==> src/rtl/imem_loader_if.sv <==
// Host byte link, instruction-memory write port and core-control signals of the imem_loader.
// The slave modport is the loader side; the master modport is the host/system side.
interface imem_loader_if #(
    parameter int ADDR_W = 32
) ();
    logic              in_valid;
    logic [7:0]        in_data;
    logic              in_ready;
    logic              start;
    logic              wr_en;
    logic [ADDR_W-1:0] wr_addr;
    logic [31:0]       wr_data;
    logic              cpu_rst_n;
    logic              busy;
    logic              done;
    logic              error;
    logic [15:0]       words_loaded;

    modport slave (
        input  in_valid, in_data, start,
        output in_ready, wr_en, wr_addr, wr_data, cpu_rst_n, busy, done, error, words_loaded
    );

    modport master (
        output in_valid, in_data, start,
        input  in_ready, wr_en, wr_addr, wr_data, cpu_rst_n, busy, done, error, words_loaded
    );
endinterface

==> src/rtl/imem_loader.sv <==
// Loads a length-prefixed big-endian byte image into instruction memory and holds the core in reset meanwhile.
// Optional trailing XOR checksum byte when IMEM_LOADER_CHECKSUM_EN is defined.
module imem_loader #(
    parameter int MAX_WORDS = 256,
    parameter int ADDR_W    = 32
) (
    input  logic         clk,
    input  logic         reset,
    imem_loader_if.slave bus
);

    typedef enum logic [2:0] {
        S_LEN   = 3'd0,
        S_DATA  = 3'd1,
        S_WRITE = 3'd2,
`ifdef IMEM_LOADER_CHECKSUM_EN
        S_CHK   = 3'd3,
`endif
        S_DONE  = 3'd4,
        S_ERR   = 3'd5
    } state_t;

`ifdef IMEM_LOADER_CHECKSUM_EN
    localparam state_t S_FIN = S_CHK;
`else
    localparam state_t S_FIN = S_DONE;
`endif
    localparam logic [15:0] MAX_N = 16'(MAX_WORDS);

    state_t            r_state;
    state_t            w_next;
    logic [1:0]        r_byte_cnt;
    logic [15:0]       r_len;
    logic [15:0]       r_idx;
    logic [23:0]       r_shift;
    logic              r_wr_en;
    logic [ADDR_W-1:0] r_wr_addr;
    logic [31:0]       r_wr_data;
    logic              r_cpu_rst_n;
    logic              r_done;
    logic              r_error;
    logic              r_busy;
`ifdef IMEM_LOADER_CHECKSUM_EN
    logic [7:0]        r_xor;
`endif

    logic              w_in_ready;
    logic              w_accept;
    logic [31:0]       w_word;
    logic [15:0]       w_len_new;
    logic              w_last;
    logic              w_rearm;

    always_comb begin
        w_in_ready = (r_state == S_LEN) || (r_state == S_DATA);
`ifdef IMEM_LOADER_CHECKSUM_EN
        w_in_ready = w_in_ready || (r_state == S_CHK);
`endif
    end

    assign w_accept  = bus.in_valid & w_in_ready;
    assign w_word    = {r_shift, bus.in_data};
    assign w_len_new = {r_len[7:0], bus.in_data};
    assign w_last    = ((r_idx + 16'd1) == r_len);
    assign w_rearm   = ((r_state == S_DONE) || (r_state == S_ERR)) && bus.start;

    always_comb begin
        w_next = r_state;
        case (r_state)
            S_LEN: begin
                if (w_accept && (r_byte_cnt == 2'd1)) begin
                    if (w_len_new == 16'd0)
                        w_next = S_FIN;
                    else if (w_len_new > MAX_N)
                        w_next = S_ERR;
                    else
                        w_next = S_DATA;
                end
            end
            S_DATA: begin
                if (w_accept && (r_byte_cnt == 2'd3))
                    w_next = S_WRITE;
            end
            S_WRITE: w_next = w_last ? S_FIN : S_DATA;
`ifdef IMEM_LOADER_CHECKSUM_EN
            S_CHK: begin
                if (w_accept)
                    w_next = (bus.in_data == r_xor) ? S_DONE : S_ERR;
            end
`endif
            S_DONE, S_ERR: begin
                if (bus.start)
                    w_next = S_LEN;
            end
            default: w_next = S_LEN;
        endcase
    end

    // Status outputs follow the next state so they are registered yet aligned with it.
    always_ff @(posedge clk or negedge reset) begin
        if (!reset) begin
            r_state     <= S_LEN;
            r_byte_cnt  <= 2'd0;
            r_len       <= 16'd0;
            r_idx       <= 16'd0;
            r_wr_en     <= 1'b0;
            r_wr_addr   <= '0;
            r_wr_data   <= 32'd0;
            r_cpu_rst_n <= 1'b0;
            r_done      <= 1'b0;
            r_error     <= 1'b0;
            r_busy      <= 1'b1;
        end else begin
            r_state <= w_next;
            if (w_next != r_state)
                r_byte_cnt <= 2'd0;
            else if (w_accept)
                r_byte_cnt <= r_byte_cnt + 2'd1;
            if ((r_state == S_LEN) && w_accept)
                r_len <= w_len_new;
            if (w_rearm)
                r_idx <= 16'd0;
            else if (r_state == S_WRITE)
                r_idx <= r_idx + 16'd1;
            r_wr_en <= (w_next == S_WRITE);
            if ((r_state == S_DATA) && (w_next == S_WRITE)) begin
                r_wr_addr <= ADDR_W'({r_idx, 2'b00});
                r_wr_data <= w_word;
            end
            r_cpu_rst_n <= (w_next == S_DONE);
            r_done      <= (w_next == S_DONE);
            r_error     <= (w_next == S_ERR);
            r_busy      <= (w_next != S_DONE) && (w_next != S_ERR);
        end
    end

`ifdef IMEM_LOADER_CHECKSUM_EN
    always_ff @(posedge clk or negedge reset) begin
        if (!reset)
            r_xor <= 8'd0;
        else if (w_rearm)
            r_xor <= 8'd0;
        else if ((r_state == S_DATA) && w_accept)
            r_xor <= r_xor ^ bus.in_data;
    end
`endif

    // Partial words need no reset: a restart always refills all four bytes first.
    always_ff @(posedge clk) begin
        if ((r_state == S_DATA) && w_accept)
            r_shift <= w_word[23:0];
    end

    assign bus.in_ready     = w_in_ready;
    assign bus.wr_en        = r_wr_en;
    assign bus.wr_addr      = r_wr_addr;
    assign bus.wr_data      = r_wr_data;
    assign bus.cpu_rst_n    = r_cpu_rst_n;
    assign bus.busy         = r_busy;
    assign bus.done         = r_done;
    assign bus.error        = r_error;
    assign bus.words_loaded = r_idx;

endmodule

==> src/flat_wrapper.sv <==
// flat-port wrapper written by rule: the top's interface ports become plain ports
module imem_loader_flat 
#(
    parameter int MAX_WORDS = 256,
    parameter int ADDR_W    = 32
)
  (clk, reset, bus_in_valid, bus_in_data, bus_start, bus_in_ready, bus_wr_en, bus_wr_addr, bus_wr_data, bus_cpu_rst_n, bus_busy, bus_done, bus_error, bus_words_loaded);
  imem_loader_if #(.ADDR_W(ADDR_W)) bus_i ();
  input  logic clk;
  input  logic reset;
  input wire logic [$bits(bus_i.in_valid)-1:0] bus_in_valid;
  input wire logic [$bits(bus_i.in_data)-1:0] bus_in_data;
  input wire logic [$bits(bus_i.start)-1:0] bus_start;
  output wire logic [$bits(bus_i.in_ready)-1:0] bus_in_ready;
  output wire logic [$bits(bus_i.wr_en)-1:0] bus_wr_en;
  output wire logic [$bits(bus_i.wr_addr)-1:0] bus_wr_addr;
  output wire logic [$bits(bus_i.wr_data)-1:0] bus_wr_data;
  output wire logic [$bits(bus_i.cpu_rst_n)-1:0] bus_cpu_rst_n;
  output wire logic [$bits(bus_i.busy)-1:0] bus_busy;
  output wire logic [$bits(bus_i.done)-1:0] bus_done;
  output wire logic [$bits(bus_i.error)-1:0] bus_error;
  output wire logic [$bits(bus_i.words_loaded)-1:0] bus_words_loaded;
  assign bus_i.in_valid = bus_in_valid;
  assign bus_i.in_data = bus_in_data;
  assign bus_i.start = bus_start;
  assign bus_in_ready = bus_i.in_ready;
  assign bus_wr_en = bus_i.wr_en;
  assign bus_wr_addr = bus_i.wr_addr;
  assign bus_wr_data = bus_i.wr_data;
  assign bus_cpu_rst_n = bus_i.cpu_rst_n;
  assign bus_busy = bus_i.busy;
  assign bus_done = bus_i.done;
  assign bus_error = bus_i.error;
  assign bus_words_loaded = bus_i.words_loaded;
  imem_loader #(.MAX_WORDS(MAX_WORDS), .ADDR_W(ADDR_W)) u_core (.clk(clk), .reset(reset), .bus(bus_i));
endmodule
==> config.mk <==
export PLATFORM = sky130hd
export DESIGN_NAME = imem_loader_flat
export DESIGN_NICKNAME = d
export VERILOG_FILES = /design/src/rtl/imem_loader_if.sv /design/src/rtl/imem_loader.sv /design/src/flat_wrapper.sv
export SDC_FILE = /design/constraint.sdc
export NUM_CORES = 1
export LEC_CHECK = 0
export CAP_MARGIN = 10
export CORE_MARGIN = 2
export CORE_UTILIZATION = 50
export DETAILED_ROUTE_END_ITERATION = 7
export PLACE_DENSITY = 0.78
export SYNTH_ARGS = -nofsm -noshare
export SYNTH_HDL_FRONTEND = slang
export SYNTH_SLANG_ARGS = --single-unit
==> constraint.sdc <==
create_clock -name clk -period 3.3 [get_ports clk]
set_input_delay 0.495 -clock clk [delete_from_list [all_inputs] [get_ports clk]]
set_output_delay 0.495 -clock clk [all_outputs]
set_load 0.005 [all_outputs]
After elaboration in Yosys (flattened, before gate mapping)
Cells that the tools add are included.

word-level totals
  register bits after elaboration = 113
  input port bits = 12
  output and inout port bits = 86
  logic and storage cells = 53

operators by class
  $add $sub $neg = 2
  order comparisons = 1
  eq/ne operators = 13
  multiplexer cells = 11
  bitwise gates (word level) = 1
  reduce and logical (&&, ||, !) cells = 14

operator list
  operator               count
  $mux 16                2
  $mux 3                 6
  $add 16x1->16 const B  1
  $eq 16x16->1           1
  $gt 16x9->1 const B    1
  $logic_not 16->1       1
  $eq 3x3->1 const B     4
  $pmux 3 s4             1
  $logic_and 1x1->1      7
  $eq 3x2->1 const B     2
  $ne 3x3->1 const B     2
  $mux 2                 2
  $reduce_bool 2->1      2
  $eq 3x1->1 const B     1
  $logic_not 3->1        1
  $ne 3x3->1             1
  $add 2x1->2 const B    1
  $eq 2x1->1 const B     1
  $eq 2x2->1 const B     1
  $logic_or 1x1->1       2
  $reduce_or 2->1        1
  $and 1x1->1            1

Longest topological paths before layout
  depth after elaboration = 8
  depth in mapped cells = 9

Worst setup path after synthesis
Ideal clock, no wire load.

  path kind = register to register
  start point = register u_core.r_state[1]
  end point = register u_core.r_wr_addr[6] (netlist: u_core.bus.wr_addr[6])
  library setup time = 0.065 ns
  arrival time = 2.511 ns
  data required time = 3.235 ns
  path slack = 0.724 ns
  cell stages (with the launch flop) = 10
  path buffers = 3
  clock period less this slack = 2.576 ns
  cell sequence = dfrtp_1 -> clkbuf_1 -> nor3b_1 -> and2_1 -> nand2_1 -> inv_2 -> buf_2 -> buf_2 -> nand2_1 -> nand2_1

on the way
  word-level cells in the longest chain between the ends = 8
  elaborated cells between the ends (all ways) = 16

ends and longest elaborated chain
  item                                           line                                                      RTL
  start: declaration                             imem_loader.sv:30                                         state_t r_state;
  start signal: assignment                       imem_loader.sv:114                                        r_state <= w_next;
  $eq 3x1->1 or $logic_not 3->1 (tied branches)  imem_loader.sv:55, imem_loader.sv:69, imem_loader.sv:126
  $logic_or 1x1->1                               imem_loader.sv:55                                         w_in_ready = (r_state == S_LEN) || (r_state == S_DATA);
  $and 1x1->1                                    imem_loader.sv:61                                         assign w_accept = bus.in_valid & w_in_ready;
  $logic_and 1x1->1 (on tied branches)           imem_loader.sv:81, imem_loader.sv:71
  $mux 3 (on tied branches)                      imem_loader.sv:81, imem_loader.sv:71
  $pmux 3 s4                                     imem_loader.sv:69                                         case (r_state)
  $eq 3x2->1                                     imem_loader.sv:126                                        if ((r_state == S_DATA) && (w_next == S_WRITE)) begin
  $logic_and 1x1->1 (*)                          imem_loader.sv:126
  end signal: assignment                         imem_loader.sv:127                                        r_wr_addr <= ADDR_W'({r_idx, 2'b00});
  end: declaration                               imem_loader.sv:37                                         logic [ADDR_W-1:0] r_wr_addr;

Mark *: on every way between the ends. The rest lies on a longest branch, timed or not.
A chain may end at the register's enable or synchronous reset.

Worst setup path in the final report
  start point = register u_core.r_idx[0] (netlist: u_core.bus.words_loaded[0])
  end point = register u_core.r_cpu_rst_n (netlist: u_core.bus.cpu_rst_n)

on the way
  word-level cells in the longest chain between the ends = 5

ends and longest elaborated chain
  item                      line                RTL
  start: declaration        imem_loader.sv:34   logic [15:0] r_idx;
  start signal: assignment  imem_loader.sv:124  r_idx <= r_idx + 16'd1;
  $add 16x1->16             imem_loader.sv:64   assign w_last = ((r_idx + 16'd1) == r_len);
  $eq 16x16->1              imem_loader.sv:64
  $mux 3                    imem_loader.sv:84   S_WRITE: w_next = w_last ? S_FIN : S_DATA;
  $pmux 3 s4                imem_loader.sv:69
  $eq 3x3->1                imem_loader.sv:130  r_cpu_rst_n <= (w_next == S_DONE);
  end signal: assignment    imem_loader.sv:130
  end: declaration          imem_loader.sv:39   logic r_cpu_rst_n;

Every way passes these cells.

==> reports/metrics.cfg <==
[critical_path]
worst_setup_path_start_kind = flop
arrival_ns = 2.98
r2r-start = u_core.bus.words_loaded[0]
r2r_end = u_core.bus.cpu_rst_n
end_kind = flop
setup.worst_path.class = reg2reg
cp_max_fo = 8
cp.required_ns = 3.74
r2r_setup_slack_ns = 0.76
ff2ff_path_depth = 7

[grt]
antenna_found_initial = 0
grt_use_total = 0.223
grt_max_degree = 52
grt_pass1_vias = 3689
grt-ovfl-total = 0
grt_pass1_wl_mm = 19.1

[timing]
setup_slack_ns = 0.756
hold_slack_ns = 0.440
finalHoldViolCount = 0
final.setup_skew_ns = 0.00709
slew_headroom = 0.574
final.period_utilization = 0.771
setup-tns-final_ns = 0
fmax_mhz = 393
min_period_ns = 2.54
tightest_slew_ns = 0.638
setup_violations = 0
drv_slew = 0
rsz0062_at_grt = false

[clock_tree]
cts_tree = done
clkTransAtPathRegs_ns = 0.06
postCtsResizedCells = 0
numCtsBuffers = 17
post_cts_buffers = 0
root_buffer = clkbuf_8
hold_buffers = 1
htreeDepth = 4
worstSkewPairLatency_ns = 0.52
clock_path_buffers = 2
cts_sinks = 113

[synth]
synth_edf_count = 24
netlist_instances = 502
synth_top_area_cell = dfrtp_1
synth-seq-cells = 113
synth.avg_cell_area_sq_um = 10.2
syn_area_sq_mm = 0.00511
synth.most_common_cell = nand2_1
yosysTopAreaCellShare = 0.431
synth_top_flop_cell = dfrtp_1
yosysWarnings = 0
async_flop_share = 0.788
ys_top_cells_by_area = dfrtp_1, edfxtp_1, nand2_1
ys_top_cells_by_count = nand2_1, dfrtp_1, o21ai_0
synth_cell_types = 60
ys_seq_area_frac = 0.577

[floorplan]
die_w_um = 105
core_sq_mm = 0.00986
core.rowCount = 36
ios = 98
die_area_sq_mm = 0.0111
die_y_um = 105
initial_utilization = 0.518

[route]
vias = 3891
final_antenna_net_count = 0
wl_per_cell_um = 16.0
firstDrtPassIters = 5
drc_errors = 0
wirelength_mm = 11.7
via_per_inst = 5.34
drt_iter0_markers = 259

[final_layout]
syn2layout_area_growth_pct = 28.2
multi_input_area_sq_mm = 0.00193
layout.cells.non_filler = 728
insertedDiodeCount = 0
fillCellCount = 742
nets = 597
final_layout_size_suffix_gt1_frac = 0.126
ff_latch_area_sq_mm = 0.00295

[min_path]
min_to = u_core.bus.wr_data[27]
min_from = u_core.r_shift[19]
hold_class = reg2reg
min_path_cells = 2

[placement]
port_buffers = 81
dp.cells = 695
dpl_worst_slack_ns = 0.558
place_hpwl_mm = 7.83
gp_congestion = 0.874

[pwr]
power_uw = 6250
vdd_drop_max_mv = 0.406
p_leak_uw = 0.00291
powerDensity_mw_per_mm2 = 953

[job]
drv_cap = 0

[status]
status = finished, final reports clean

==> metal layers <==
| layer | track usage | vias to the layer above | share of wire | wire length, um |
|---|---|---|---|---|
| met4 | 0.0895 | 0 | 0.016 | 188 |
| met5 | 0 | - | 0 | 0 |
| met3 | 0.0518 | 17 | 0.045 | 525 |
| li1 | - | 1837 | - | - |
| met1 | 0.305 | 1902 | 0.45 | 5260 |
| met2 | 0.346 | 135 | 0.49 | 5700 |
==> critical path, cell delays in order (launching register included) <==
cell,delay (ns)
dfrtp_1,0.51
ha_1,0.33
and4_1,0.42
nand3_1,0.19
xnor2_2,0.19
o211ai_2,0.12
or4_4,0.56
a21oi_2,0.16
==> stage by stage <==
| stage | cell area, sq um | utilization |
|---|---|---|
| final | 6560 | 0.665 |
| after global routing | 6560 | 0.665 |
| after CTS | 6560 | 0.665 |
| after detailed placement | 5960 | 0.605 |
| after global placement | 5960 | 0.605 |
| after floorplan | 5170 | - |
==> worst max path at each step <==
| stage | depth (start not counted) | startpoint | end | slack (ns) |
|---|---|---|---|---|
| finish | 7 | u_core.bus.words_loaded[0] | u_core.bus.cpu_rst_n | 0.76 |
| floorplan | 9 | u_core.r_state[1] | u_core.bus.wr_addr[6] | 0.72 |
| detailed placement | 7 | bus_in_data[1] | u_core.r_byte_cnt[1] | 0.56 |
| global route | 7 | u_core.bus.words_loaded[0] | u_core.bus.cpu_rst_n | 0.59 |
| global placement | 7 | bus_in_data[1] | u_core.r_byte_cnt[1] | 0.64 |
| CTS | 7 | u_core.bus.words_loaded[0] | u_core.bus.cpu_rst_n | 0.77 |
==> layout by cell type, fill, tap and decap left out, types with 5 or more instances in the layout <==
master           synthesis  layout
nand3_1                 15      15
clkdlybuf4s50_1          0      80
clkbuf_16                0      16
conb_1                   1      16
dfrtp_1                 88      88
buf_4                   18       8
inv_1                    9       9
o21ai_0                 27      27
nor4_1                   6       6
xor2_1                   9       9
nand2_1                160     159
mux2_2                  13      13
xnor2_1                 12      12
nor2_1                  16      16
a21oi_1                  9       9
edfxtp_1                24      24
a31oi_1                  5       5
inv_6                    0       6
==> cell families (layout without fill, tap and decap cells) <==
| logic type | count (synthesis) | count (layout) | synth area share |
|---|---|---|---|
| AOI/OAI and AO/OA | 67 | 67 | 0.0864 |
| xor gates and xnor gates | 23 | 23 | 0.0423 |
| adders and majority gates | 3 | 3 | 0.00734 |
| buffers and inverters | 54 | 132 | 0.0575 |
| DFF | 113 | 113 | 0.577 |
| muxes | 15 | 15 | 0.0325 |
| other | 1 | 16 | 0.000733 |
| and+or+nand+nor | 226 | 226 | 0.196 |
==> cell type report <==
type,instances,area share
clock buffer,17,0.0632
clock inverter,15,0.0259
inverter,10,0.00572
multi-input combinational,350,0.294
sequential,113,0.450
tap,133,0.0254
timing repair buffer,90,0.136
==> registers in the layout (all words and copies together), names as in the netlist <==
| register | count |
|---|---|
| u_core.bus.busy | 1 |
| u_core.r_byte_cnt | 2 |
| u_core.r_state | 3 |
| u_core.bus.error | 1 |
| u_core.bus.wr_addr | 16 |
| u_core.r_len | 16 |
| u_core.r_shift | 24 |
| u_core.bus.wr_data | 32 |
| u_core.bus.cpu_rst_n | 1 |
| u_core.bus.wr_en | 1 |
| u_core.bus.words_loaded | 16 |
==> power breakdown <==
part	switching (uW)	leakage [uW]	internal (uW)	total, uW
registers	531	0.00139	1980	2510
logic	835	0.00124	1120	1950
clock network	692	0.000282	1090	1790
total	2060	0.00291	4190	6250
Note: power is estimated with default switching activity, not from simulation.
